===== src/rtl/plotter_pkg.sv =====
// Shared types and constants for the frame transmit controller: FSM state
// encoding, default frame marker bytes and the buffer address width helper.
package plotter_pkg;

    // Controller states; IDLE is the only state in which busy is low.
    typedef enum logic [2:0] {
        ST_IDLE = 3'd0,
        ST_SOF  = 3'd1,
        ST_RD   = 3'd2,
        ST_CAP  = 3'd3,
        ST_SEND = 3'd4,
        ST_EOF  = 3'd5,
        ST_ACK  = 3'd6
    } state_t;

    // Default start/end-of-frame marker bytes.
    localparam logic [7:0] SOF_DEFAULT = 8'hAA;
    localparam logic [7:0] EOF_DEFAULT = 8'h55;

    // Address width needed to index every pixel of a w x h buffer.
    // A one-pixel image still gets a one-bit address.
    function automatic int addr_width(input int w, input int h);
        int n;
        n = w * h;
        if (n < 2) begin
            return 1;
        end else begin
            return $clog2(n);
        end
    endfunction

endpackage


===== src/rtl/frame_tx_ctrl_if.sv =====
// Buffer-read and byte-stream signals between the frame transmit controller
// (master side) and the frame buffer / UART transmitter (slave side).
interface frame_tx_ctrl_if
    import plotter_pkg::*;
#(
    parameter int IMG_W = 176,
    parameter int IMG_H = 240
);
    localparam int AW = addr_width(IMG_W, IMG_H);

    // Frame buffer read port: data arrives one cycle after rd_en.
    logic          rd_en;
    logic [AW-1:0] rd_addr;
    logic [7:0]    rd_data;

    // Byte stream to the transmitter: transfer on tx_valid && tx_ready.
    logic          tx_valid;
    logic [7:0]    tx_data;
    logic          tx_ready;

    modport master (
        output rd_en,
        output rd_addr,
        input  rd_data,
        output tx_valid,
        output tx_data,
        input  tx_ready
    );

    modport slave (
        input  rd_en,
        input  rd_addr,
        output rd_data,
        input  tx_valid,
        input  tx_data,
        output tx_ready
    );

endinterface


===== src/rtl/frame_tx_ctrl.sv =====
// Frame transmit controller: when a completed frame sits in the buffer it
// sends SOF, every pixel in address order, then EOF to the UART, and pulses
// frame_ack once the last byte has been accepted.
//
// All outputs are registered. They are computed from the next state, so each
// output register always matches a decode of the state register; this keeps
// tx_valid high in the first cycle of SOF/SEND/EOF, so a tx_ready already
// present in that cycle completes the transfer immediately.
module frame_tx_ctrl
    import plotter_pkg::*;
#(
    parameter int         IMG_W    = 176,
    parameter int         IMG_H    = 240,
    parameter logic [7:0] SOF_BYTE = SOF_DEFAULT,
    parameter logic [7:0] EOF_BYTE = EOF_DEFAULT
)(
    input  logic             clk,
    input  logic             reset_n,
    input  logic             frame_ready,
    frame_tx_ctrl_if.master  bus,
    output logic             frame_ack,
    output logic             busy
);

    localparam int            NPIX     = IMG_W * IMG_H;
    localparam int            AW       = addr_width(IMG_W, IMG_H);
    localparam logic [AW-1:0] LAST_PIX = AW'(NPIX - 1);

    state_t        state_r;
    state_t        state_nxt_s;
    logic [AW-1:0] count_r;
    logic [AW-1:0] count_nxt_s;
    logic [7:0]    tx_data_r;
    logic [7:0]    tx_data_nxt_s;
    logic          rd_en_r;
    logic [AW-1:0] rd_addr_r;
    logic          tx_valid_r;
    logic          frame_ack_r;
    logic          busy_r;
    logic          xfer_s;

    assign xfer_s = tx_valid_r & bus.tx_ready;

    // Next state, pixel counter and byte-to-offer; every path assigns all three.
    always_comb begin
        state_nxt_s   = state_r;
        count_nxt_s   = count_r;
        tx_data_nxt_s = tx_data_r;

        case (state_r)
            ST_IDLE: begin
                if (frame_ready) begin
                    state_nxt_s = ST_SOF;
                    count_nxt_s = '0;
                end else begin
                    state_nxt_s = ST_IDLE;
                end
            end
            ST_SOF: begin
                if (xfer_s) begin
                    state_nxt_s = ST_RD;
                end else begin
                    state_nxt_s = ST_SOF;
                end
            end
            ST_RD: begin
                state_nxt_s = ST_CAP;
            end
            ST_CAP: begin
                state_nxt_s = ST_SEND;
            end
            ST_SEND: begin
                if (xfer_s) begin
                    // Counter stops at the last pixel; it never wraps.
                    if (count_r == LAST_PIX) begin
                        state_nxt_s = ST_EOF;
                    end else begin
                        state_nxt_s = ST_RD;
                        count_nxt_s = count_r + AW'(1);
                    end
                end else begin
                    state_nxt_s = ST_SEND;
                end
            end
            ST_EOF: begin
                if (xfer_s) begin
                    state_nxt_s = ST_ACK;
                end else begin
                    state_nxt_s = ST_EOF;
                end
            end
            ST_ACK: begin
                // Always pass through IDLE, even if frame_ready is still high.
                state_nxt_s = ST_IDLE;
            end
            default: begin
                state_nxt_s = ST_IDLE;
                count_nxt_s = '0;
            end
        endcase

        // Byte offered: markers on entry to SOF/EOF, buffer data captured in
        // CAP, otherwise held so it stays stable while stalled.
        if (state_nxt_s == ST_SOF) begin
            tx_data_nxt_s = SOF_BYTE;
        end else if (state_nxt_s == ST_EOF) begin
            tx_data_nxt_s = EOF_BYTE;
        end else if (state_r == ST_CAP) begin
            tx_data_nxt_s = bus.rd_data;
        end else begin
            tx_data_nxt_s = tx_data_r;
        end
    end

    // State and pixel counter registers.
    always_ff @(posedge clk or negedge reset_n) begin
        if (!reset_n) begin
            state_r <= ST_IDLE;
            count_r <= '0;
        end else begin
            state_r <= state_nxt_s;
            count_r <= count_nxt_s;
        end
    end

    // Output registers, decoded from the state being entered.
    always_ff @(posedge clk or negedge reset_n) begin
        if (!reset_n) begin
            rd_en_r     <= 1'b0;
            rd_addr_r   <= '0;
            tx_valid_r  <= 1'b0;
            tx_data_r   <= 8'h00;
            frame_ack_r <= 1'b0;
            busy_r      <= 1'b0;
        end else begin
            rd_en_r     <= (state_nxt_s == ST_RD);
            rd_addr_r   <= (state_nxt_s == ST_RD) ? count_nxt_s : '0;
            tx_valid_r  <= (state_nxt_s == ST_SOF) || (state_nxt_s == ST_SEND) ||
                           (state_nxt_s == ST_EOF);
            tx_data_r   <= tx_data_nxt_s;
            frame_ack_r <= (state_nxt_s == ST_ACK);
            busy_r      <= (state_nxt_s != ST_IDLE);
        end
    end

    assign bus.rd_en    = rd_en_r;
    assign bus.rd_addr  = rd_addr_r;
    assign bus.tx_valid = tx_valid_r;
    assign bus.tx_data  = tx_data_r;
    assign frame_ack    = frame_ack_r;
    assign busy         = busy_r;

endmodule


===== src/flat_wrapper.sv =====
// flat-port wrapper written by rule: the top's interface ports become plain ports
module frame_tx_ctrl_flat import plotter_pkg::*;
#(
    parameter int         IMG_W    = 176,
    parameter int         IMG_H    = 240,
    parameter logic [7:0] SOF_BYTE = SOF_DEFAULT,
    parameter logic [7:0] EOF_BYTE = EOF_DEFAULT
)
  (clk, reset_n, frame_ready, frame_ack, busy, bus_rd_en, bus_rd_addr, bus_rd_data, bus_tx_valid, bus_tx_data, bus_tx_ready);
  frame_tx_ctrl_if #(.IMG_W(IMG_W), .IMG_H(IMG_H)) bus_i ();
  input  logic clk;
  input  logic reset_n;
  input  logic frame_ready;
  output logic frame_ack;
  output logic busy;
  output wire logic [$bits(bus_i.rd_en)-1:0] bus_rd_en;
  output wire logic [$bits(bus_i.rd_addr)-1:0] bus_rd_addr;
  input wire logic [$bits(bus_i.rd_data)-1:0] bus_rd_data;
  output wire logic [$bits(bus_i.tx_valid)-1:0] bus_tx_valid;
  output wire logic [$bits(bus_i.tx_data)-1:0] bus_tx_data;
  input wire logic [$bits(bus_i.tx_ready)-1:0] bus_tx_ready;
  assign bus_rd_en = bus_i.rd_en;
  assign bus_rd_addr = bus_i.rd_addr;
  assign bus_i.rd_data = bus_rd_data;
  assign bus_tx_valid = bus_i.tx_valid;
  assign bus_tx_data = bus_i.tx_data;
  assign bus_i.tx_ready = bus_tx_ready;
  frame_tx_ctrl #(.IMG_W(IMG_W), .IMG_H(IMG_H), .SOF_BYTE(SOF_BYTE), .EOF_BYTE(EOF_BYTE)) u_core (.clk(clk), .reset_n(reset_n), .frame_ready(frame_ready), .bus(bus_i), .frame_ack(frame_ack), .busy(busy));
endmodule

===== config.mk =====
export PLATFORM = sky130hd
export DESIGN_NAME = frame_tx_ctrl_flat
export DESIGN_NICKNAME = d
export VERILOG_FILES = /design/src/rtl/plotter_pkg.sv /design/src/rtl/frame_tx_ctrl_if.sv /design/src/rtl/frame_tx_ctrl.sv /design/src/flat_wrapper.sv
export SDC_FILE = /design/constraint.sdc
export NUM_CORES = 1
export LEC_CHECK = 0
export BUFFER_PORTS_ARGS = -buffer_cell sky130_fd_sc_hd__buf_2
export CORE_UTILIZATION = 50
export DETAILED_ROUTE_END_ITERATION = 8
export GPL_ROUTABILITY_DRIVEN = 0
export PLACE_DENSITY_LB_ADDON = 0.1
export RECOVER_POWER = 25
export SYNTH_ARGS = -nofsm -noshare
export SYNTH_HDL_FRONTEND = slang
export SYNTH_SLANG_ARGS = --single-unit

===== constraint.sdc =====
create_clock -name clk -period 1.9 [get_ports clk]
set_input_delay 0.285 -clock clk [delete_from_list [all_inputs] [get_ports clk]]
set_output_delay 0.285 -clock clk [all_outputs]
set_load 0.05 [all_outputs]

==> implementation parameters <==
Parameter                              Value

Status
  Result of the run    finished clean

Routing
  Average wire per standard cell    between 15 and 20 um
  First-pass DRT Iterations    4
  Count of routing violations after the opening detailed-route iteration    130
  Final routed DRC violation total    0
  Total number of vias    about 1.9k
  Total detailed-routing wirelength    about 5000 um
  Via density per instance    5.787
  ANT nets after route    0

Logic synthesis
  Number of instances in the synthesized netlist    215
  Number of flops mapped to enable cells by yosys    0
  Top FF cell, synth    sky130_fd_sc_hd__dfrtp_1
  Portion of the post-synthesis area used by sequential elements    0.5243
  Cell area after technology mapping    2243 sq um
  #FFs+latches synth    47
  Proportion of synthesized flip-flops having asynchronous set or reset    1.000
  Post-synth net total    228
  Number of warnings issued by yosys    0
  Post-synthesis area per instance    10.43 sq um
  Distinct cells, synth    55

Cells and area
  Most common library cell in the layout ignoring fill and taps    sky130_fd_sc_hd__dfrtp_1
  Top library cells by usage in the layout, fill and taps aside    45 x sky130_fd_sc_hd__dfrtp_1, 39 x sky130_fd_sc_hd__buf_2, 33 x sky130_fd_sc_hd__buf_4, 28 x sky130_fd_sc_hd__nand2_1, 14 x sky130_fd_sc_hd__a21oi_1
  Diode count    0
  Post-layout util    0.6793
  Layout cell share with drive strength beyond 1    0.3627
  Area growth from synthesis to final layout    25.49%
  Number of standard cells in the final layout excluding fillers    ~330
  FILL cells    around 350
  Final nets    297

Clock tree
  CTS buffer count    5
  Clock Path Buffers    2
  TritonCTS clock tree    built
  H-tree depth    2
  Register clock-pin slew on the reported worst setup and hold paths    around 80 ps
  Number of clock sinks    47
  Later-pin clock latency in the skew report    300 ps
  Root buf cell    sky130_fd_sc_hd__clkbuf_8

Power and ir drop
  Int Power    2038 uW
  Net switching power    1458 uW
  Power per unit of standard cell area    between 1000 and 1500 nW/um^2
  Leakage Power    0.001405 uW
  Part of the power in the clock network    0.169
  Worst vdd rail ir drop    0.7708 mV
  Net Sw Frac    0.4171
  Sum of internal, switching and leakage power    3496 uW
  Combinational share of power    0.461
  Sequential share of power    0.369

Timing
  Unrepaired setup endpoints after global routing    yes
  Max Slew Vio Count    0
  Period utilisation layout    0.9657
  Final hold violation count    0
  Final critical path time including I/O delays and setup    1835 ps
  Worst Clk Skew    6.540 ps
  Final-report setup violation count    0
  Timing-limited maximum frequency    0.5450 GHz
  Summed negative setup slack over all endpoints    0 ps
  Worst-Margin Slew    595.3 ps
  Slew Limit Headroom    0.6032

Worst setup path
  Maximum fanout along the worst path    8
  Number of buffer and inverter stages on the critical path    0
  Nature of the critical path endpoint    flip-flop
  Startpoint type of the worst setup path    flip-flop
  Crit path max-delay family    simple AND/OR/NAND/NOR gates
  CP arrival    2020 ps
  Largest stage delay on the critical path    approximately 410 ps
  Standard cell with the maximum stage delay on the critical path    sky130_fd_sc_hd__dfrtp_1
  Start-to-end type of the worst setup path    reg -> reg
  Worst endpoint required time    2090 ps
  Worst-path cell chain    nor4b_4, nand4_1, nor3_1, nor2_2, a221o_2

Global route
  Number of antenna violations at the first check in global routing    0
  Global-route wire length before repair    8280 um
  Remaining Overflow, GRT    0
  Via count of the first global-routing pass    1,780
  Pin count of the biggest net entering global routing    26
  GRT Util Overall    0.2375

Floorplan
  Area enclosed by the die boundary    4759 sq um
  Core area    4144 sq um
  Count of pins on the block boundary    40
  FP Rows    23
  Initial Util    0.5414
  Vertical die dimension    68.99 um
  Horizontal extent of the die    slightly below 70 um

Run
  Count of max-cap constraint violations    0

Placed design
  Cell total after placement    between 300 and 400
  PortBufs    39
  Detailed Place HPWL    roughly 3700 um

Hold path
  Class of the tightest hold or removal check    in -> reg
-- worst paths after layout --
kind | start | end | slack, ps | cells past startpoint
max | u_core.count_r[8]$_DFF_PN0_ | u_core.bus.tx_data[6]$_DFFE_PN0P_ | 70 | 5
min | bus_rd_data[3] | u_core.bus.tx_data[3]$_DFFE_PN0P_ | 210 | 2
max reg2reg | u_core.count_r[8]$_DFF_PN0_ | u_core.bus.tx_data[6]$_DFFE_PN0P_ | 70 | 5
min reg2reg | u_core.bus.tx_data[2]$_DFFE_PN0P_ | u_core.bus.tx_data[2]$_DFFE_PN0P_ | 510 | 1
max in group asynchronous | reset_n | u_core.bus.rd_addr[6]$_DFF_PN0_ | 450 | 3
min in group asynchronous | reset_n | u_core.bus.tx_data[7]$_DFFE_PN0P_ | 480 | 2
-- layout make-up --
cell class,instances,area [sq um],share of cell area
tap,50,62.56,0.02222
clock buffer,6,82.58,0.02933
timing repair buffer,74,457.9,0.1627
inverter,2,7.507,0.002667
sequential,47,1179,0.4187
multi-input combinational,154,1021,0.3627
clock inverter,1,5.005,0.001778
-- repair_timing --
action	in CTS	in global routing
cloned	0	1
setup buffers	0	1
endpoints found under the setup margin	12	21
hold buffers	1	0
gates resized for setup	1	7
endpoints found under the hold margin	22	0
pin swaps	1	2
-- through the flow --
step           cell area (sq um)  setup slack, ps  hold slack, ps
3_5_place_dp                2688           -25.15           295.5
3_3_place_gp                2688            40.42           295.4
5_1_grt                     2815           -45.01           214.0
4_1_cts                     2796            23.37           208.1
2_1_floorplan               2247            28.21          -10.59
6_report                    2815            65.13           212.9
-- per-layer routing --
layer	global-route usage	wire length (um)
met5	0	0
met1	0.3126	2344
met3	0.05592	302
met4	0.08163	53
met2	0.3811	2377
-- sequential cells by signal, summed over array words and instances (netlist names) --
| signal | flops |
|---|---|
| u_core.bus.rd_addr | 16 |
| u_core.bus.rd_en | 1 |
| u_core.bus.tx_data | 8 |
| u_core.bus.tx_valid | 1 |
| u_core.busy | 1 |
| u_core.count_r | 16 |
| u_core.frame_ack | 1 |
| u_core.state_r | 3 |
-- cell families after synthesis --
logic type,after synthesis,synth area share
fa+ha+maj,1,0.005576
simple gates,92,0.2393
buf+inv,15,0.03792
compound gates,58,0.1852
xor+xnor,2,0.007810
flops,47,0.5243
-- power groups by stage --
stage,clock (uW),sequential [uW],combinational [uW]
CTS,609,1280,1570
global placement,0,1300,1540
global route,646,1310,1760
detailed placement,0,1300,1550
floorplan,0,1620,759
finish,592,1290,1610
-- Yosys cell counts, drive strengths merged, types with 2 or more instances --
cell type / number / area [sq um]
dfrtp: 47 / 1176
nand2: 28 / 105.1
a21oi: 15 / 78.83
nor2: 12 / 52.55
o21ai: 12 / 60.06
a221o: 9 / 95.09
buf: 9 / 62.55
a31oi: 6 / 37.54
nand3: 6 / 35.03
nor2b: 6 / 37.54
and3: 5 / 31.28
nand4: 5 / 31.28
or3: 5 / 31.28
and4: 4 / 35.03
clkbuf: 4 / 15.01
nor3: 4 / 20.02
nand2b: 3 / 26.27
nor4: 3 / 18.77
a41oi: 2 / 25.03
and2: 2 / 13.77
inv: 2 / 7.510
nor4b: 2 / 32.53
o211a: 2 / 20.02
o21a: 2 / 15.01
Note: power is estimated with default switching activity, not from simulation.
